**config.mk**
```make
export PLATFORM = sky130hd
export DESIGN_NAME = instruction_fetch
export DESIGN_NICKNAME = d
export VERILOG_FILES = /design/src/rtl/instruction_fetch.sv
export SDC_FILE = /design/constraint.sdc
export NUM_CORES = 1
export LEC_CHECK = 0
export BUFFER_PORTS_ARGS = -buffer_cell sky130_fd_sc_hd__buf_2
export CAP_MARGIN = 20
export CORE_ASPECT_RATIO = 1.5
export CORE_MARGIN = 5
export CORE_UTILIZATION = 50
export DETAILED_ROUTE_END_ITERATION = 6
export PLACE_DENSITY = 0.79
export REMOVE_ABC_BUFFERS = 1
export SYNTH_ARGS = -nofsm -noshare
export SYNTH_HDL_FRONTEND = slang
export SYNTH_SLANG_ARGS = --single-unit
```
**constraint.sdc**
```tcl
create_clock -name clk -period 2.2 [get_ports clk]
set_input_delay 0.44 -clock clk [delete_from_list [all_inputs] [get_ports clk]]
set_output_delay 0.44 -clock clk [all_outputs]
set_load 0.05 [all_outputs]
```
**src/rtl/instruction_fetch.sv**
```systemverilog
// instruction_fetch: fetches 8-bit instruction words over req/ack into an IR, with PC, branch redirect, HALT and fetch timeout.
module instruction_fetch #(
    parameter int ADDR_WIDTH = 8,
    parameter int MAX_WAIT   = 15
) (
    input  logic                  clk,
    input  logic                  reset,
    input  logic                  fetch_next,
    input  logic                  branch_taken,
    input  logic [ADDR_WIDTH-1:0] branch_target,
    output logic                  mem_req,
    output logic [ADDR_WIDTH-1:0] mem_addr,
    input  logic                  mem_ack,
    input  logic [7:0]            mem_data,
    output logic [3:0]            opcode,
    output logic [3:0]            operand,
    output logic                  instr_valid,
    output logic [ADDR_WIDTH-1:0] pc,
    output logic                  halted,
    output logic                  fetch_error
);
    typedef enum logic [2:0] {IDLE, FETCH, HOLD, HALT, ERROR} state_t;
    localparam logic [7:0] LAST = 8'(MAX_WAIT - 1);
    state_t                state, state_n;
    logic [ADDR_WIDTH-1:0] pc_n;
    logic [7:0]            ir, ir_n, cnt, cnt_n;
    always_ff @(posedge clk) begin
        if (reset) begin
            state <= IDLE;
            pc    <= '0;
            ir    <= '0;
            cnt   <= '0;
        end else begin
            state <= state_n;
            pc    <= pc_n;
            ir    <= ir_n;
            cnt   <= cnt_n;
        end
    end
    always_comb begin
        state_n = state;
        pc_n    = pc;
        ir_n    = ir;
        cnt_n   = cnt;
        case (state)
            IDLE: state_n = FETCH;
            FETCH: begin
                if (mem_ack) begin
                    ir_n    = mem_data;
                    pc_n    = pc + ADDR_WIDTH'(1);
                    cnt_n   = '0;
                    state_n = &mem_data[7:4] ? HALT : HOLD;
                end else if (cnt == LAST) begin
                    state_n = ERROR;
                end else begin
                    cnt_n = cnt + 8'd1;
                end
            end
            HOLD: begin
                if (fetch_next) begin
                    state_n = FETCH;
                    cnt_n   = '0;
                    pc_n    = branch_taken ? branch_target : pc;
                end
            end
            default: ;
        endcase
    end
    // pc is zero in IDLE and frozen in HALT/ERROR, so mem_addr can track it directly
    assign mem_req     = state == FETCH;
    assign mem_addr    = pc;
    assign instr_valid = state == HOLD;
    assign halted      = state == HALT;
    assign fetch_error = state == ERROR;
    assign opcode      = ir[7:4];
    assign operand     = ir[3:0];
endmodule

```
==> flow_summary.json <==
{
  "clock-sinks": 27,
  "hold_buffers": 0,
  "power.share.clock_pct": 26.8,
  "rsz0062_at_grt": "no",
  "cp_cell_sequence": "nor3b_4 -> buf_4 -> buf_2",
  "grt_pass1_wl_um": 6310,
  "diodes": 0,
  "skew_ns": 0.00633,
  "die_h_um": 77.2,
  "wl_per_cell_um": 13.7,
  "finalHoldViolCount": 0,
  "num_io_pins": 49,
  "grt_max_degree": 24,
  "drc": 0,
  "combPwrFrac_pct": 23.5,
  "grt_util_met1_pct": 22.8,
  "relSlewSlack_pct": 69.2,
  "via_count": 1454,
  "firstDrtPassIters": 4,
  "drt_iter0_markers": 27,
  "dieArea_um2": 4230,
  "initial_core_util_pct": 51.7,
  "utilization_pct": 61.0,
  "startpoint": "state[0]$_SDFFE_PP0P_",
  "outcome": "finished clean",
  "dp_hpwl_um": 2760,
  "swShare_pct": 32.5,
  "setup_violations": 0,
  "critPathLaunchType": "flip-flop",
  "tightestPinTransition_ns": 0.462,
  "maxSlewViolCount": 0,
  "synth.distinct_cells": 45,
  "ant_nets": 0,
  "rr_worst_depth": 5,
  "netlist_area_um2": 1510,
  "antenna_found_initial": 0,
  "routed_wirelength_um": 3640,
  "area_growth_pct": 18.1,
  "crit_path_top_delay_cell": "dfxtp_1",
  "seqPwrFrac_pct": 49.7,
  "post_cts_resize_count": 0,
  "fin_crit_sh_pct": 94.8,
  "vias_per_cell": 5.47,
  "grt_pass1_vias": 1443,
  "htree_levels": 1,
  "r2r-end": "state[0]$_SDFFE_PP0P_",
  "power.switching_uw": 346,
  "power_leakage_uw": 0.000769,
  "worstSetupPathType": "reg2out",
  "clk_latency_ns": 0.27,
  "maxCapViolCount": 0,
  "hold_depth": 3,
  "grt_usage_pct": 19.1,
  "synth_seq_cells": 27,
  "hp-class": "in2reg",
  "rr_startpoint": "state[2]$_SDFFE_PP0P_",
  "worstSetupEndpoint": "mem_req",
  "crit_arrival_ns": 1.65,
  "post_cts.repair.setup_buffers": 0,
  "fin_nets": 252,
  "portBuffers": 48,
  "end_kind": "output port",
  "clk_pin_slew_ns": 0.10,
  "setup-tns-final_ns": 0,
  "period_minus_slack_ns": 2.09,
  "synth_cells": 187,
  "grt.overflow.total": 0,
  "drive_gt1_share_pct": 28.6,
  "holdWs_ns": 0.394,
  "routabilityCongestion": 0.837,
  "yosysSeqAreaShare_pct": 35.9,
  "syn_area_per_cell_um2": 8.05,
  "yosys_warnings": 0,
  "peakVddDrop_v": 0.000500,
  "p_int_uw": 717,
  "cts.path.max_buffers": 2,
  "powerDensity_nw_per_um2": 598,
  "total_power_uw": 1060,
  "crit_path_max_fanout": 11,
  "grtUsageMet2_pct": 32.2,
  "numCtsBuffers": 3,
  "grt-busiest-layer": "met2",
  "cp_slowest_stage_delay_ns": 0.54,
  "ctsRootBufferMaster": "clkbuf_8",
  "rrSetupSlack_ns": 0.30,
  "cts_tree": "built",
  "fp.dieW_um": 54.8,
  "rows": 24,
  "clock.fmax_mhz": 479,
  "required_ns": 1.76,
  "core_area_um2": 2910,
  "met3_usage_pct": 4.07
}
[placed cells by master, fill, tap and decap left out, drive strengths merged, types with 2 or more instances in the layout]
cell / count
a22o: 2
a21oi: 20
dfxtp: 27
and3: 5
clkbuf: 3
nand2: 19
ha: 3
o211ai: 2
o21ai: 16
a32o: 2
and4: 2
nor4bb: 2
nor2: 17
o2111ai: 2
nand3: 7
or3: 2
nor3: 6
inv: 5
nor3b: 4
xor2: 3
and2: 5
buf: 54
[synth_stat cells]
cell type	instances	share of area (%)
nand4_1	1	0.42
nand3b_1	1	0.50
or4_4	1	0.75
mux2i_1	1	0.67
dfxtp_1	27	36
and4_1	2	1.2
a21o_1	1	0.50
buf_4	8	4.0
o41ai_2	1	1.1
nor4bb_1	2	1.3
o211ai_1	2	1.0
a31oi_1	1	0.42
nand2_1	19	4.7
o2111ai_1	2	1.2
buf_2	4	1.3
nor2_2	1	0.42
and2_1	5	2.1
nor2_1	16	4.0
ha_1	3	2.5
nor3b_2	1	0.83
and3b_1	1	0.58
nor3_1	6	2.0
nand4bb_1	1	0.75
a22o_1	2	1.2
a21oi_1	20	6.7
nor4b_1	1	0.58
nor4_1	1	0.42
o21a_1	1	0.50
buf_6	1	0.75
a311oi_2	1	1.0
a211oi_1	1	0.50
inv_1	5	1.2
nor2b_1	1	0.42
xor2_1	3	1.7
nor3b_1	2	1.0
o311ai_0	1	0.58
o32ai_1	1	0.58
clkbuf_1	5	1.2
nor3b_4	1	1.2
nand3_1	7	2.3
and3_1	5	2.1
or2_2	1	0.42
or3_1	2	0.83
a32o_1	2	1.3
o21ai_0	16	5.3
[metal layers]
layer	routed length [um]	part of all wire [%]
met5	0	0
met4	38	1.0
met3	203	5.6
met2	1930	53
met1	1470	40
[per-stage QoR]
| stage | instance area [um2] | setup WS (ns) | cells |
|---|---|---|---|
| after floorplan | 1400 | -0.295 | 169 |
| after global routing | 1780 | 0.000866 | 266 |
| after global placement | 1730 | 0.315 | 262 |
| final | 1780 | 0.114 | 266 |
| after detailed placement | 1730 | 0.262 | 262 |
| after CTS | 1780 | 0.116 | 266 |
[kinds of logic (layout without fill, tap and decap cells)]
logic type | count (synthesis) | in the layout | share of synthesized area [%]
mux | 1 | 1 | 0.665
buf+inv | 23 | 63 | 8.56
compound gates | 52 | 52 | 21.8
fa+ha+maj | 3 | 3 | 2.49
flops | 27 | 27 | 35.9
xor+xnor | 3 | 3 | 1.75
simple gates | 78 | 78 | 28.8
[final cells by class]
| class | instances | area [um2] |
|---|---|---|
| fill | 283 | 1130 |
| multi-input combinational | 137 | 836 |
| sequential | 27 | 541 |
| timing repair buffer | 54 | 285 |
| tap | 39 | 48.8 |
| clock buffer | 3 | 41.3 |
| inverter | 5 | 18.8 |
| clock inverter | 1 | 7.51 |
[worst max-delay path: cells and delay by family, from the launching register on]
family | cells | cell delay, ns
flops | 1 | 0.54
simple gates | 1 | 0.37
buf+inv | 2 | 0.46
[worst min-delay path by stage]
stage | slack [ns] | startpoint | end
final | 0.39 | mem_data[2] | ir[2]$_SDFFE_PP0P_
after global routing | 0.39 | mem_data[3] | ir[3]$_SDFFE_PP0P_
after CTS | 0.39 | mem_data[2] | ir[2]$_SDFFE_PP0P_
after detailed placement | 0.45 | ir[0]$_SDFFE_PP0P_ | ir[0]$_SDFFE_PP0P_
after global placement | 0.44 | ir[0]$_SDFFE_PP0P_ | ir[0]$_SDFFE_PP0P_
after floorplan | 0.47 | cnt[3]$_SDFFE_PP0P_ | cnt[3]$_SDFFE_PP0P_
[power groups by stage]
stage	Combinational, uW	Clock, uW	Sequential (uW)
6_report	249	285	529
2_1_floorplan	105	0	599
5_1_grt	270	323	534
3_3_place_gp	247	0	539
3_5_place_dp	249	0	540
4_1_cts	250	296	529
[sequential cells by signal, summed over array words and instances (netlist names)]
| signal | flops |
|---|---|
| cnt | 8 |
| ir | 8 |
| mem_addr | 8 |
| state | 3 |
Note: power is estimated with default switching activity, not from simulation.
